--- config.mk ---
export PLATFORM = sky130hd
export DESIGN_NAME = seg7_scan_driver
export DESIGN_NICKNAME = d
export VERILOG_FILES = /design/src/rtl/seg7_pkg.sv /design/src/rtl/seg7_hex_decode.sv /design/src/rtl/seg7_scan_driver.sv
export SDC_FILE = /design/constraint.sdc
export NUM_CORES = 1
export LEC_CHECK = 0
export BUFFER_PORTS_ARGS = -buffer_cell sky130_fd_sc_hd__clkbuf_2
export CORE_MARGIN = 8
export CORE_UTILIZATION = 55
export DETAILED_ROUTE_END_ITERATION = 6
export PLACE_DENSITY_LB_ADDON = 0.3
export SLEW_MARGIN = 15
export SYNTH_ARGS = -nofsm -noshare
export SYNTH_HDL_FRONTEND = slang
export SYNTH_SLANG_ARGS = --single-unit
--- constraint.sdc ---
create_clock -name clk -period 2.55 [get_ports clk]
set_input_delay 0.1275 -clock clk [delete_from_list [all_inputs] [get_ports clk]]
set_output_delay 0.1275 -clock clk [all_outputs]
set_load 0.01 [all_outputs]
--- src/rtl/seg7_pkg.sv ---
// Shared types and the hex-to-segment map used by the 7-segment display stages.
//   nibble_t      4-bit hex digit
//   seg_t         7-bit active-high segment vector, bit 0 = a .. bit 6 = g
//   scan_state_e  scan slot phase: BLANK (dark gap) or SHOW
//   SEG_BLANK     all segments off
//   hex_to_seg    nibble -> segment pattern (gfedcba)
package seg7_pkg;

  typedef logic [3:0] nibble_t;
  typedef logic [6:0] seg_t;

  typedef enum logic {
    BLANK = 1'b0,
    SHOW  = 1'b1
  } scan_state_e;

  localparam seg_t SEG_BLANK = 7'h00;

  // Hex digit to segment pattern, lower-case b and d to keep them distinct from 8 and 0.
  function automatic seg_t hex_to_seg(input nibble_t value);
    seg_t pattern;
    case (value)
      4'h0:    pattern = 7'h3F;
      4'h1:    pattern = 7'h06;
      4'h2:    pattern = 7'h5B;
      4'h3:    pattern = 7'h4F;
      4'h4:    pattern = 7'h66;
      4'h5:    pattern = 7'h6D;
      4'h6:    pattern = 7'h7D;
      4'h7:    pattern = 7'h07;
      4'h8:    pattern = 7'h7F;
      4'h9:    pattern = 7'h6F;
      4'hA:    pattern = 7'h77;
      4'hB:    pattern = 7'h7C;
      4'hC:    pattern = 7'h39;
      4'hD:    pattern = 7'h5E;
      4'hE:    pattern = 7'h79;
      default: pattern = 7'h71;
    endcase
    return pattern;
  endfunction

endpackage

--- src/rtl/seg7_hex_decode.sv ---
// Combinational hex digit to 7-segment decoder.
//   digit  in   4  hex value
//   seg    out  7  active-high segments, seg[0]=a .. seg[6]=g
module seg7_hex_decode
  import seg7_pkg::*;
(
  input  logic [3:0] digit,
  output logic [6:0] seg
);

  always_comb begin
    seg = hex_to_seg(digit);
  end

endmodule

--- src/rtl/seg7_scan_driver.sv ---
// Time-multiplexed 7-segment scan driver.
// Holds NUM_DIGITS hex digits and scans them onto one shared segment bus, one slot
// of PRESCALE cycles per digit, the first BLANK_CYCLES of each slot dark to avoid ghosting.
// Optional feature macro: LEADING_ZERO_BLANK_EN (suppress leading-zero digits above digit 0).
//   clk      in   1           system clock, rising edge
//   rst_n    in   1           synchronous active-low reset
//   wr_en    in   1           digit register write strobe
//   wr_addr  in   3           digit index to write, 0 = least significant
//   wr_data  in   4           hex value to store
//   seg      out  7           active-high segments, seg[0]=a .. seg[6]=g
//   dig_en   out  NUM_DIGITS  one-hot active-high digit enable, zero while blanking
//   frame    out  1           pulse on the last cycle of the final digit's slot
module seg7_scan_driver
  import seg7_pkg::*;
#(
  parameter int unsigned NUM_DIGITS   = 4,
  parameter int unsigned PRESCALE     = 8,
  parameter int unsigned BLANK_CYCLES = 2
) (
  input  logic                  clk,
  input  logic                  rst_n,
  input  logic                  wr_en,
  input  logic [2:0]            wr_addr,
  input  logic [3:0]            wr_data,
  output logic [6:0]            seg,
  output logic [NUM_DIGITS-1:0] dig_en,
  output logic                  frame
);

  localparam int unsigned IDX_W = $clog2(NUM_DIGITS);
  localparam int unsigned CNT_W = $clog2(PRESCALE);

  localparam logic [CNT_W-1:0] CNT_LAST      = CNT_W'(PRESCALE - 1);
  localparam logic [CNT_W-1:0] CNT_LOAD      = CNT_W'(BLANK_CYCLES - 1);
  localparam logic [IDX_W-1:0] IDX_LAST      = IDX_W'(NUM_DIGITS - 1);

  nibble_t          digits [NUM_DIGITS];
  logic [CNT_W-1:0] cnt;
  logic [IDX_W-1:0] idx;
  scan_state_e      state;
  nibble_t          shadow;
  logic             suppress;

  logic [CNT_W-1:0]      cnt_nxt;
  logic [IDX_W-1:0]      idx_nxt;
  scan_state_e           state_nxt;
  nibble_t               shadow_nxt;
  logic                  suppress_nxt;
  logic                  load_c;
  logic                  lz_blank_c;
  logic                  lit_c;
  seg_t                  seg_dec_c;
  seg_t                  seg_nxt;
  logic [NUM_DIGITS-1:0] dig_en_nxt;
  logic                  frame_nxt;
  logic                  wr_ok_c;

  // Leading-zero detection for the digit about to be shown.
`ifdef LEADING_ZERO_BLANK_EN
  always_comb begin
    logic zero_hi;
    zero_hi = 1'b1;
    for (int j = 0; j < NUM_DIGITS; j++) begin
      if (IDX_W'(j) >= idx && digits[j] != 4'h0) begin
        zero_hi = 1'b0;
      end
    end
    lz_blank_c = (idx != '0) && zero_hi;
  end
`else
  always_comb begin
    lz_blank_c = 1'b0;
  end
`endif

  // Slot counter, scan index, phase and shadow next-state.
  always_comb begin
    cnt_nxt      = cnt + CNT_W'(1);
    idx_nxt      = idx;
    state_nxt    = state;
    load_c       = 1'b0;
    shadow_nxt   = shadow;
    suppress_nxt = suppress;

    if (cnt == CNT_LAST) begin
      cnt_nxt = '0;
      idx_nxt = (idx == IDX_LAST) ? '0 : idx + IDX_W'(1);
    end

    case (state)
      BLANK: begin
        if (cnt == CNT_LOAD) begin
          state_nxt = SHOW;
          load_c    = 1'b1;
        end
      end
      SHOW: begin
        if (cnt == CNT_LAST) begin
          state_nxt = BLANK;
        end
      end
      default: state_nxt = BLANK;
    endcase

    // Digit array is read before this edge's write lands, so a coinciding write loads the old value.
    if (load_c) begin
      shadow_nxt   = digits[idx];
      suppress_nxt = lz_blank_c;
    end
  end

  // Decoder sits on the next-shadow value so seg lines up with the first SHOW cycle.
  seg7_hex_decode u_hex_decode (
    .digit (shadow_nxt),
    .seg   (seg_dec_c)
  );

  // Output next values, computed from next state so the registers are aligned with cnt.
  always_comb begin
    lit_c      = (state_nxt == SHOW) && !suppress_nxt;
    seg_nxt    = SEG_BLANK;
    dig_en_nxt = '0;
    if (lit_c) begin
      seg_nxt    = seg_dec_c;
      dig_en_nxt = NUM_DIGITS'(1) << idx_nxt;
    end
    frame_nxt = (idx_nxt == IDX_LAST) && (cnt_nxt == CNT_LAST);
    wr_ok_c   = wr_en && (32'(wr_addr) < NUM_DIGITS);
  end

  // State, digit file and output registers.
  always_ff @(posedge clk) begin
    if (!rst_n) begin
      for (int i = 0; i < NUM_DIGITS; i++) begin
        digits[i] <= '0;
      end
      cnt      <= '0;
      idx      <= '0;
      state    <= BLANK;
      shadow   <= '0;
      suppress <= 1'b0;
      seg      <= SEG_BLANK;
      dig_en   <= '0;
      frame    <= 1'b0;
    end else begin
      if (wr_ok_c) begin
        digits[wr_addr[IDX_W-1:0]] <= wr_data;
      end
      cnt      <= cnt_nxt;
      idx      <= idx_nxt;
      state    <= state_nxt;
      shadow   <= shadow_nxt;
      suppress <= suppress_nxt;
      seg      <= seg_nxt;
      dig_en   <= dig_en_nxt;
      frame    <= frame_nxt;
    end
  end

endmodule
# --- Word-level counts from Yosys, hierarchy flattened ---
# Memories as Yosys holds them, arrays and structs flattened. A register that Yosys moved wholly into a read port is not among the register bits.
# Cells that the tools add are included.
word_totals:
  word_cells: 43
  memories: 2
  in_bits: 10
  romBits: 112
  out_inout_bits: 12
  ram_bits: 16
  register_bits: 16
memory_table:
  columns: ["name", "words", "word_bits", "rd", "rd_ports_with_merged_regs", "wr", "line", "text"]
  rows:
  - ["(no name shown)", 16, 7, 1, 1, 0, "seg7_pkg.sv:22", "case (value)"]
  - ["digits", 4, 4, 1, 1, 4, "seg7_scan_driver.sv:37", "nibble_t digits [NUM_DIGITS];"]
classes:
  n_eq_ne: 5
  order_cmp: 1
  bitwise: 1
  reduce_logical: 7
  mux: 17
  addsub: 2
  shift: 1
ops:
  columns: ["operator", "count"]
  rows:
  - ["1-bit 2-to-1 mux", 9]
  - ["2-bit 2-to-1 mux", 4]
  - ["4-bit 2-to-1 mux", 2]
  - ["3-bit equality test (second input constant)", 2]
  - ["2-bit equality test (second input constant)", 2]
  - ["4-bit OR reduction", 1]
  - ["1-bit by 2-bit left shift with 4-bit output (first input constant)", 1]
  - ["3-bit by 1-bit adder with 3-bit output (second input constant)", 1]
  - ["3-bit by 1-bit equality test with 1-bit output (second input constant)", 1]
  - ["1-bit logical AND", 3]
  - ["3-bit < comparator (second input constant)", 1]
  - ["3-bit 2-to-1 mux", 1]
  - ["2-bit by 1-bit adder with 2-bit output (second input constant)", 1]
  - ["1-bit zero test", 2]
  - ["1-bit case mux with 2 select lines", 1]
  - ["2-bit AND reduction", 1]
  - ["1-bit inverter", 1]

# --- Longest topological paths before layout ---
# Gate-level depths: netlist (run 1).
logic_depth:
  depth_word: 8
  mapped_depth: 10
  ltp_nobuf: 9

# --- Hierarchy ---
# A second synthesis (run 1) with hierarchy kept.
hier_totals:
  cells_unflattened: 161
  hier_area_um2: 1910.6
by_module_without_submodules:
  columns: ["module", "seq_area_each_um2", "cells_per_inst", "area_per_inst_um2", "instances"]
  rows:
  - ["seg7_scan_driver", 940.9, 128, 1621.6, 1]
  - ["seg7_hex_decode", 0.0, 33, 289.0, 1]

# --- Worst setup path before layout (run 1) ---
# No wires, ideal clock.
synth_path:
  path_type: "reg-to-reg"
  start: "register cnt[0]"
  end: "register seg[3]"
  path_stages_with_launch: 9
  t_required_ns: 2.418
  period_less_slack_ns: 2.128
  path_buffers: 1
  slack_ns: 0.422
  setup_time_ns: 0.132
  t_arrival_ns: 1.997
  path_cell_list: "dfxtp_1 ha_1 nor3b_4 buf_4 mux2i_4 inv_1 ha_1 a211oi_1 nor3_1"
synth_between:
  elab_chain_len: 8
  elab_cells_between_ends: 12
  classes_between: "eq/ne: 2; mux: 6; reduce/logical: 4"
synth_lines:
  columns: ["element", "line", "text"]
  rows:
  - ["from (decl)", "seg7_scan_driver.sv:38", "logic [CNT_W-1:0] cnt;"]
  - ["from (signal assigned)", "seg7_scan_driver.sv:149", "cnt <= cnt_nxt;"]
  - ["3-bit by 1-bit equality test with 1-bit output", "seg7_scan_driver.sv:92", "if (cnt == CNT_LOAD) begin"]
  - ["1-bit 2-to-1 mux", "seg7_scan_driver.sv:92", null]
  - ["1-bit 2-to-1 mux", "seg7_scan_driver.sv:90", "case (state)"]
  - ["1-bit 2-to-1 mux", "seg7_scan_driver.sv:106", "if (load_c) begin"]
  - ["1-bit zero test", "seg7_scan_driver.sv:120", "lit_c = (state_nxt == SHOW) && !suppress_nxt;"]
  - ["1-bit logical AND", "seg7_scan_driver.sv:120", null]
  - ["2-bit AND reduction (no source line)", null, null]
  - ["1-bit zero test (no source line)", null, null]
  - ["to (decl)", "seg7_scan_driver.sv:25", "output logic [6:0] seg,"]
# Several ways; a longest one is shown, not always the timed one.
# A chain may end at the register's enable or synchronous reset.

==> flow_summary.ini, run 1 <==
[logic_synthesis]
synth_compound_area_share_pct = 8.60
synth_xor_area_share_pct = 0
avgSynthCellArea_sq_um = 11.1
synthArstFlopShare_pct = 0
synth.area.mux_share_pct = 11.6
ys_warn_count = 0
synth.area.top_cells = edfxtp_1 (25%), dfxtp_1 (24%), ha_1 (5.3%)
synth_top_family_by_area = simple AND/OR/NAND/NOR gates
synth_area_sq_um = 1910
postSynthNetCount = 190
syn_inst = 172
synth_ff_type = dfxtp_1
ys_seq_area_share_pct = 49.4
synth-simple-area-share_pct = 22.5
synth.top_cell.area_share_pct = 25.2
yosysUniqueCellTypes = 40
synth-adder-area-share_pct = 5.25
synth-edff-count = 16
synth_area_leader_cell = edfxtp_1
ys_seq_elements = 39

[route]
wl_met2_um = 2010
drt_pre_antenna_iters = 4
vias = 1347
wl_per_cell_um = 14.6
wirelength_um = 3550
wl_met3_um = 142
drc = 0
wirelength_met1_um = 1350
via_per_inst = 5.54
drt_iter0_drc = 62
antenna_left = 0
dr.max_layer_used = met4

[finish]
areaGrowthSynthToFinish_pct = 12.3
drive_above_1_share_pct = 22.8
antenna_cells = 0
nNetsFinal = 214
fillCellCount = 283
fin_area_sq_um = 2140
mostFrequentLayoutCells = dfxtp_1 (23), clkbuf_2 (21), edfxtp_1 (16)
final_cells = 243
final_common_cell = dfxtp_1

[flow_run]
cap_violations = 0

[clock_network]
postCtsSetupRepairBufs = 0
root_buffer = clkbuf_4
clk_pin_slew_ps = 110
h-tree-depth = 2
cts_buffers = 5
worstSkewPairLatency_ps = 340
cts_resized = 0
cts_tree = yes
postCtsHoldBufs = 0
cts_num_sinks = 39
cts_buffer_depth = 2

[power_and_ir_drop]
ir_drop_v = 0.000391
cellPowerDensity_nw_per_um2 = 634
leakagePower_nw = 0.869

[grt]
grt_max_degree = 22
grt_pass1_wl_um = 6040
grt_pass1_vias = 1342
antenna_found_initial = 0
track_usage_pct = 14.3
grt-ovfl-total = 0

[timing]
finalMaxSlewViolations = 0
whs_ps = 118
fmax_ghz = 0.453
rsz0062_at_grt = false
setup_violations = 0
clock_skew_ps = 5.59
fin_crit_sh_pct = 86.5
hold_viol = 0
min_period_ps = 2210
setup_tns_ps = 0
tightestPinTransition_ps = 622
relSlewSlack_pct = 58.1
worst_slack_ps = 344

[placement]
placed_cells_incl_taps = 235
routabilityCongestion = 0.854
dp_hpwl_um = 2810
io_buffer_count = 21
dp_slack_ps = 340
dpl_cell_area_sq_um = 2050

[setup_path]
setup.worst_path.end_class = flop
r2r-end = seg[5]
r2r_cells = 7
path_class = reg2reg
cp.arrival_ps = 2460
cp_max_fo = 6
worstReg2RegStart = idx[0]
r2r_slack_ps = 340
required_ps = 2800
start_kind = flop

[worst_hold_path]
min_path_cells = 2
worstHoldStart = wr_data[0]
hp-class = in2reg
min_to = digits[1][0]

[die]
initial_core_util_pct = 57.1
core-area_sq_um = 3340
die_h_um = 74.9
io_pins = 22
die_area_sq_um = 5600
die-width_um = 74.9
fp-row-count = 21

[run_status]
status = finished clean
[critical path, cell delays in order (launching register included)]
cell and delay [ps]:
dfxtp_1 490, mux4_1 680, mux2i_4 250, inv_1 70, ha_1 240, nand2_1 70
a21oi_1 60, a311oi_1 250
[cell usage after synthesis (all sizes together) (4+ instances only)]
master	number
o21ai	5
nand2b	5
nor3	10
nand2	9
nor2	16
clkbuf	5
and3	4
edfxtp	16
and2	16
mux2i	6
nor2b	9
inv	4
mux4	4
a21oi	7
ha	8
dfxtp	23
[stage by stage]
stage	util, %	power, mW
after floorplan	-	0.881
after global placement	61.5	0.935
after detailed placement	61.5	0.946
after CTS	64.1	1.37
after global routing	64.1	1.42
final	64.1	1.36
[how the worst max path moves through the flow]
stage                     cells past startpoint   start  slack [ps]      to
after floorplan                               8  cnt[0]         420  seg[3]
after global placement                        7  idx[0]         460  seg[3]
after detailed placement                      7  idx[0]         340  seg[5]
after CTS                                     7  idx[0]         320  seg[5]
after global routing                          7  idx[0]         220  seg[0]
final                                         7  idx[0]         340  seg[5]
[kinds of logic after synthesis]
family / Yosys count
simple gates: 76
compound gates: 25
buf+inv: 11
mux: 13
flops: 39
fa+ha+maj: 8
[state kept, by name, summed over array words and instances, names as in the netlist]
| name | flops |
|---|---|
| suppress | 1 |
| dig_en | 4 |
| digits | 16 |
| cnt | 3 |
| frame | 1 |
| state | 1 |
| seg | 7 |
| shadow | 4 |
| idx | 2 |
[report_power, final]
part	switching, mW	internal [mW]	total [mW]
Combinational	0.118	0.0971	0.215
Sequential	0.0216	0.692	0.714
Clock	0.196	0.232	0.428
[final cells by class]
| type | instances | area (sq um) | share of cell area, % |
|---|---|---|---|
| Clock inverter | 2 | 35.0 | 1.64 |
| Tap cell | 46 | 57.6 | 2.69 |
| Clock buffer | 6 | 51.3 | 2.40 |
| Timing Repair Buffer | 24 | 128 | 5.96 |
| Sequential cell | 39 | 941 | 44.0 |
| Multi-Input combinational cell | 122 | 912 | 42.6 |
| Inverter | 4 | 15.0 | 0.702 |
[routing by layer]
metal / track usage (%) / vias to the layer above
li1: - / 662
met1: 14.5 / 657
met2: 26.0 / 22
met3: 4.53 / 6
met4: 5.87 / 0
met5: 0 / -
No activity file was read; power rests on OpenSTA's default activity.
==> run 2: changes to the inputs <==
--- a/config.mk
+++ b/config.mk
@@ -5,10 +5,12 @@
 export SDC_FILE = /design/constraint.sdc
 export NUM_CORES = 1
 export LEC_CHECK = 0
-export BUFFER_PORTS_ARGS = -buffer_cell sky130_fd_sc_hd__clkbuf_2
+export CELL_PAD_IN_SITES_DETAIL_PLACEMENT = 0
+export CELL_PAD_IN_SITES_GLOBAL_PLACEMENT = 1
 export CORE_MARGIN = 8
-export CORE_UTILIZATION = 55
+export CORE_UTILIZATION = 49
 export DETAILED_ROUTE_END_ITERATION = 6
+export DONT_BUFFER_PORTS = 1
 export PLACE_DENSITY_LB_ADDON = 0.3
 export SLEW_MARGIN = 15
 export SYNTH_ARGS = -nofsm -noshare
==> run 2 against run 1 <==
  * Sequential share of layout area up 2.0 points
  * Combinational power down 13%
  * Critical path depth unchanged
  * Via count down 8.3%
  * Die area up 9.6%
  * Clock skew up 3.5 ps
  * Hold slack worse by 81 ps
  * Cell count down 7.0%
  * Register-to-register slack worse by 80 ps
  * Wire length up 4.5%
  * Utilization down 8.6 points
  * Critical endpoint unchanged
  * Flip-flop and latch count unchanged
==> flow_summary.ini, run 2 (synthesis gave the netlist of run 1 again) <==
[finish]
top_register = digits
drive_above_1_share_pct = 12.4
nNetsFinal = 195
fillCellCount = 332
postLayoutCoreUtil_pct = 55.5
mostFrequentLayoutCells = dfxtp_1 (23), edfxtp_1 (16), and2_1 (15), nor2_1 (15), nor3_1 (10)
antenna_cells = 0
fin_area_sq_um = 2050
final_common_cell = dfxtp_1
areaGrowthSynthToFinish_pct = 7.48
largest_register_ffs = 16
top_regs = digits x16, seg x7

[clock_network]
cts_buffer_depth = 2
clk_pin_slew_ps = 80
cts_buffers = 5
cts_num_sinks = 39
worstSkewPairLatency_ps = 290
postCtsSetupRepairBufs = 0
h-tree-depth = 2
cts_tree = yes
root_buffer = clkbuf_8

[setup_path]
cp_max_fo = 6
critPathMaxStageDelay_ps = 700
required_ps = 2740
path_class = reg2reg
setup.worst_path.end_class = flop
start_kind = flop
crit_chain = mux4_1 > mux2i_4 > inv_1 > ha_1 > nand2_1 > a21oi_1 > a311oi_1
slowest_stage = mux4_1
cp.arrival_ps = 2480

[die]
fp-row-count = 22
io_pins = 22
initial_core_util_pct = 51.7
core-area_sq_um = 3690
die_area_sq_um = 6140
die-width_um = 78.4
die_h_um = 78.4

[timing]
setup_tns_ps = 0
rsz0062_at_grt = false
worst_slack_ps = 260
min_period_ps = 2290
hold_viol = 0
fmax_ghz = 0.437
whs_ps = 37.9
setup_violations = 0
relSlewSlack_pct = 57.3
clock_skew_ps = 9.10
tightestPinTransition_ps = 635
fin_crit_sh_pct = 89.8
finalMaxSlewViolations = 0

[placement]
dp_hpwl_um = 2750
dp_slack_ps = 293
io_buffer_count = 0
routabilityCongestion = 0.812
dpl_cell_area_sq_um = 1960

[route]
wl_met2_um = 1780
drc = 0
wl_met3_um = 257
dr.max_layer_used = met4
via_per_inst = 5.46
wirelength_um = 3710
wirelength_met1_um = 1650
vias = 1235
antenna_left = 0
drt_pre_antenna_iters = 4
wl_per_cell_um = 16.4
drt_iter0_drc = 67

[power_and_ir_drop]
clkPwrFrac_pct = 30.0
leakagePower_nw = 0.778
switching_share_pct = 25.8
p_sw_uw = 336
internal-power_uw = 965
cellPowerDensity_nw_per_um2 = 636
seqPwrFrac_pct = 55.7
combPwrFrac_pct = 14.3
ir_drop_v = 0.000300

[flow_run]
cap_violations = 0

[grt]
grt_max_degree = 13
grt_pass1_vias = 1282
track_usage_pct = 13.2
grt-ovfl-total = 0
antenna_found_initial = 0
grt_pass1_wl_um = 6350

[run_status]
status = finished clean

[worst_hold_path]
hp-class = in2reg
## run 2: cell count changes in the layout (fill, tap and decap cells not counted), moves of 2 or more
cell / before / now
clkbuf_8: 1 / 5
clkinv_1: 0 / 2
clkbuf_2: 21 / 0
clkbuf_4: 5 / 0
## run 2: routing by layer
metal / vias up / GRT usage, %
met3: 2 / 6.15
met2: 28 / 20.7
met5: - / 0
met4: 0 / 4.44
li1: 626 / -
met1: 579 / 15.5
## run 2: stage by stage
stage,power [mW],std cells
6_report,1.30,226
5_1_grt,1.37,226
4_1_cts,1.31,226
3_5_place_dp,0.922,217
3_3_place_gp,0.913,217
2_1_floorplan,0.881,172
## run 2: final timing paths
kind	cells past startpoint	start	slack, ps	endpoint
setup / recovery	7	idx[0]	260	seg[5]
hold / removal	1	wr_data[1]	40	digits[1][1]
setup reg to reg	7	idx[0]	260	seg[5]
hold reg to reg	2	suppress	440	suppress
## run 2: power by group through the flow
stage	clock network, mW	logic, mW	registers (mW)
floorplan	0	0.151	0.730
global placement	0	0.176	0.737
detailed placement	0	0.181	0.740
CTS	0.402	0.186	0.726
global route	0.426	0.210	0.731
finish	0.391	0.186	0.725
## run 2: area by class of cell
cell class                 count  area [sq um]  area share (%)
sequential                    39           941            45.9
clock inverter                 2          7.51           0.367
timing repair buffer           5          40.0            1.95
clock buffer                   6          72.6            3.54
tap                           48          60.1            2.93
multi-input combinational    122           912            44.5
inverter                       4          15.0           0.733
## run 2: critical path, delay by kind of cell, from the launching register on
kind,cells,cell delay [ps]
adder cells (fa/ha/maj),1,250
buffers and inverters,1,80
AO/OA/AOI/OAI,2,350
multiplexers,2,970
flip-flops,1,480
AND/OR/NAND/NOR,1,70
## run 2: timing repair
item / 4_1_cts / 5_1_grt
hold buffers: 1 / 0
endpoints found under the hold margin: 11 / 0
gates resized for setup: 0 / 0
==> run 3: changes to the inputs <==
--- a/config.mk
+++ b/config.mk
@@ -5,10 +5,11 @@
 export SDC_FILE = /design/constraint.sdc
 export NUM_CORES = 1
 export LEC_CHECK = 0
+export ABC_AREA = 1
 export CELL_PAD_IN_SITES_DETAIL_PLACEMENT = 0
 export CELL_PAD_IN_SITES_GLOBAL_PLACEMENT = 1
 export CORE_MARGIN = 8
-export CORE_UTILIZATION = 49
+export CORE_UTILIZATION = 46
 export DETAILED_ROUTE_END_ITERATION = 6
 export DONT_BUFFER_PORTS = 1
 export PLACE_DENSITY_LB_ADDON = 0.3
==> run 3 against run 2 <==
  * Setup slack better by 320 ps
  * Area after synthesis down 2.0%
  * Register-to-register slack better by 320 ps
  * Combinational power up 15%
==> flow_summary.ini, run 3 <==
[run_status]
status = finished clean

[finish]
top_register = digits
antenna_cells = 0
nNetsFinal = 249
postLayoutCoreUtil_pct = 51.3
final_cells = 282
top_regs = digits x16, seg x7
fillCellCount = 385
fin_area_sq_um = 2020
drive_above_1_share_pct = 13.8
areaGrowthSynthToFinish_pct = 8.24
final_common_cell = nand2_1
largest_register_ffs = 16
mostFrequentLayoutCells = nand2_1 (44), inv_1 (37), nor2_1 (32)

[die]
die_h_um = 79.7
fp-row-count = 23
die_area_sq_um = 6360
die-width_um = 79.7
core-area_sq_um = 3940
initial_core_util_pct = 47.4
io_pins = 22

[flow_run]
cap_violations = 0

[power_and_ir_drop]
leakagePower_nw = 0.945
ir_drop_v = 0.000350
power_mw = 1.36
cellPowerDensity_nw_per_um2 = 673

[timing]
setup_violations = 0
min_period_ps = 1970
worst_slack_ps = 582
whs_ps = 38.1
finalMaxSlewViolations = 0
fmax_ghz = 0.508
rsz0062_at_grt = false
relSlewSlack_pct = 56.7
clock_skew_ps = 6.01
tightestPinTransition_ps = 644
setup_tns_ps = 0
hold_viol = 0
fin_crit_sh_pct = 77.2

[placement]
routabilityCongestion = 0.764
dpl_cell_area_sq_um = 1920
io_buffer_count = 0
dp_hpwl_um = 2670
dp_slack_ps = 573
placed_cells_incl_taps = 273

[logic_synthesis]
syn_inst = 225
synth_area_sq_um = 1870
postSynthNetCount = 243
synth-edff-count = 16
netlist_top_cells_count = nand2_1 (44), inv_1 (37), nor2_1 (32)
yosysUniqueCellTypes = 23
ys_warn_count = 0
ys_seq_elements = 39
synth.top_cell.area_share_pct = 25.7
synthArstFlopShare_pct = 0
yosys.cell_count.top_type = nand2_1
ys_seq_area_share_pct = 50.4
synth_ff_type = dfxtp_1
synth.area.top_cells = edfxtp_1 (26%), dfxtp_1 (25%), nand2_1 (8.8%)
synth_area_leader_cell = edfxtp_1
avgSynthCellArea_sq_um = 8.30

[route]
wirelength_um = 3420
via_per_inst = 4.66
drt_iter0_drc = 60
vias = 1313
drt_pre_antenna_iters = 4
wl_per_cell_um = 12.1
antenna_left = 0
drc = 0

[setup_path]
r2r-end = seg[1]
r2r_slack_ps = 580
crit_chain = ha_1 > inv_1 > nor2_2 > nand2_4 > inv_2 > nand3_1 > nand2_2 > inv_1 > ha_1 > inv_1 > nand2_1 > o21ai_0 > a21oi_1
path_class = reg2reg
cp_max_fo = 9
start_kind = flop
worstReg2RegStart = cnt[0]
setup.worst_path.end_class = flop
r2r_cells = 13
required_ps = 2720
cpMostUsedCell = inv_1
critPathMaxStageDelay_ps = 380
slowest_stage = dfxtp_1
cp.arrival_ps = 2140

[clock_network]
postCtsSetupRepairBufs = 0
root_buffer = clkbuf_8
h-tree-depth = 2
cts_buffers = 5
postCtsHoldBufs = 1
cts_tree = yes
worstSkewPairLatency_ps = 280
cts_buffer_depth = 2
clk_pin_slew_ps = 70
cts_num_sinks = 39
cts_resized = 0

[grt]
grt_max_degree = 13
antenna_found_initial = 0
grt_pass1_vias = 1355
grt_pass1_wl_um = 6040
track_usage_pct = 12.2
grt-ovfl-total = 0

[worst_hold_path]
worstHoldStart = rst_n
hp-class = in2reg
min_path_cells = 2
min_to = cnt[1]
==> run 3: changes by cell type after synthesis, moves of 7 or more <==
cell / before / now
inv_1: 4 / 37
nand2_1: 9 / 44
and2_1: 15 / 0
nor2b_1: 9 / 0
nand3_1: 0 / 11
nand2_2: 0 / 7
nor2_1: 15 / 32
==> run 3: worst max path at each step <==
stage / from / end / slack [ps] / depth (start not counted)
2_1_floorplan: cnt[0] / seg[1] / 750 / 13
6_report: cnt[0] / seg[1] / 580 / 13
5_1_grt: cnt[0] / seg[1] / 390 / 13
3_5_place_dp: cnt[0] / seg[1] / 570 / 13
4_1_cts: cnt[0] / seg[1] / 560 / 13
3_3_place_gp: cnt[0] / seg[1] / 660 / 13
==> run 3: logic make-up (layout without fill, tap and decap cells) <==
| family | count (synthesis) | count (layout) | synth area share [%] |
|---|---|---|---|
| flops | 39 | 39 | 50.4 |
| compound gates | 24 | 24 | 7.77 |
| simple gates | 108 | 108 | 26.3 |
| fa+ha+maj | 8 | 8 | 5.36 |
| buf+inv | 46 | 53 | 10.2 |
==> run 3: report_power, final <==
part,switching [mW],internal [mW]
Sequential,0.0241,0.694
Combinational,0.143,0.0695
Clock,0.205,0.225
Total,0.372,0.988
==> run 3: final cells by class <==
cell class	count	area, sq um	area share, %
well taps	50	62.6	3.09
clock buffers	7	87.6	4.33
inverters	44	175	8.66
clock inverters	1	8.76	0.433
flip-flops and latches	39	941	46.5
repair buffers	1	10.0	0.495
multi-input cells	140	737	36.4
==> run 3: routing by layer <==
layer  share of wire (%)  vias to the layer above  track usage (%)
met5                   0                        -                0
met1                  45                      581             14.2
met3                 3.6                        4             2.59
met2                  50                       19             20.0
li1                    -                      709                -
met4                 1.5                        0             7.22
==> run 3: worst max-delay path, delay by kind of cell, from the launching register on <==
kind,cells,cell delay [ps]
compound gates,2,200
fa+ha+maj,2,450
buf+inv,4,340
flops,1,380
simple gates,5,490
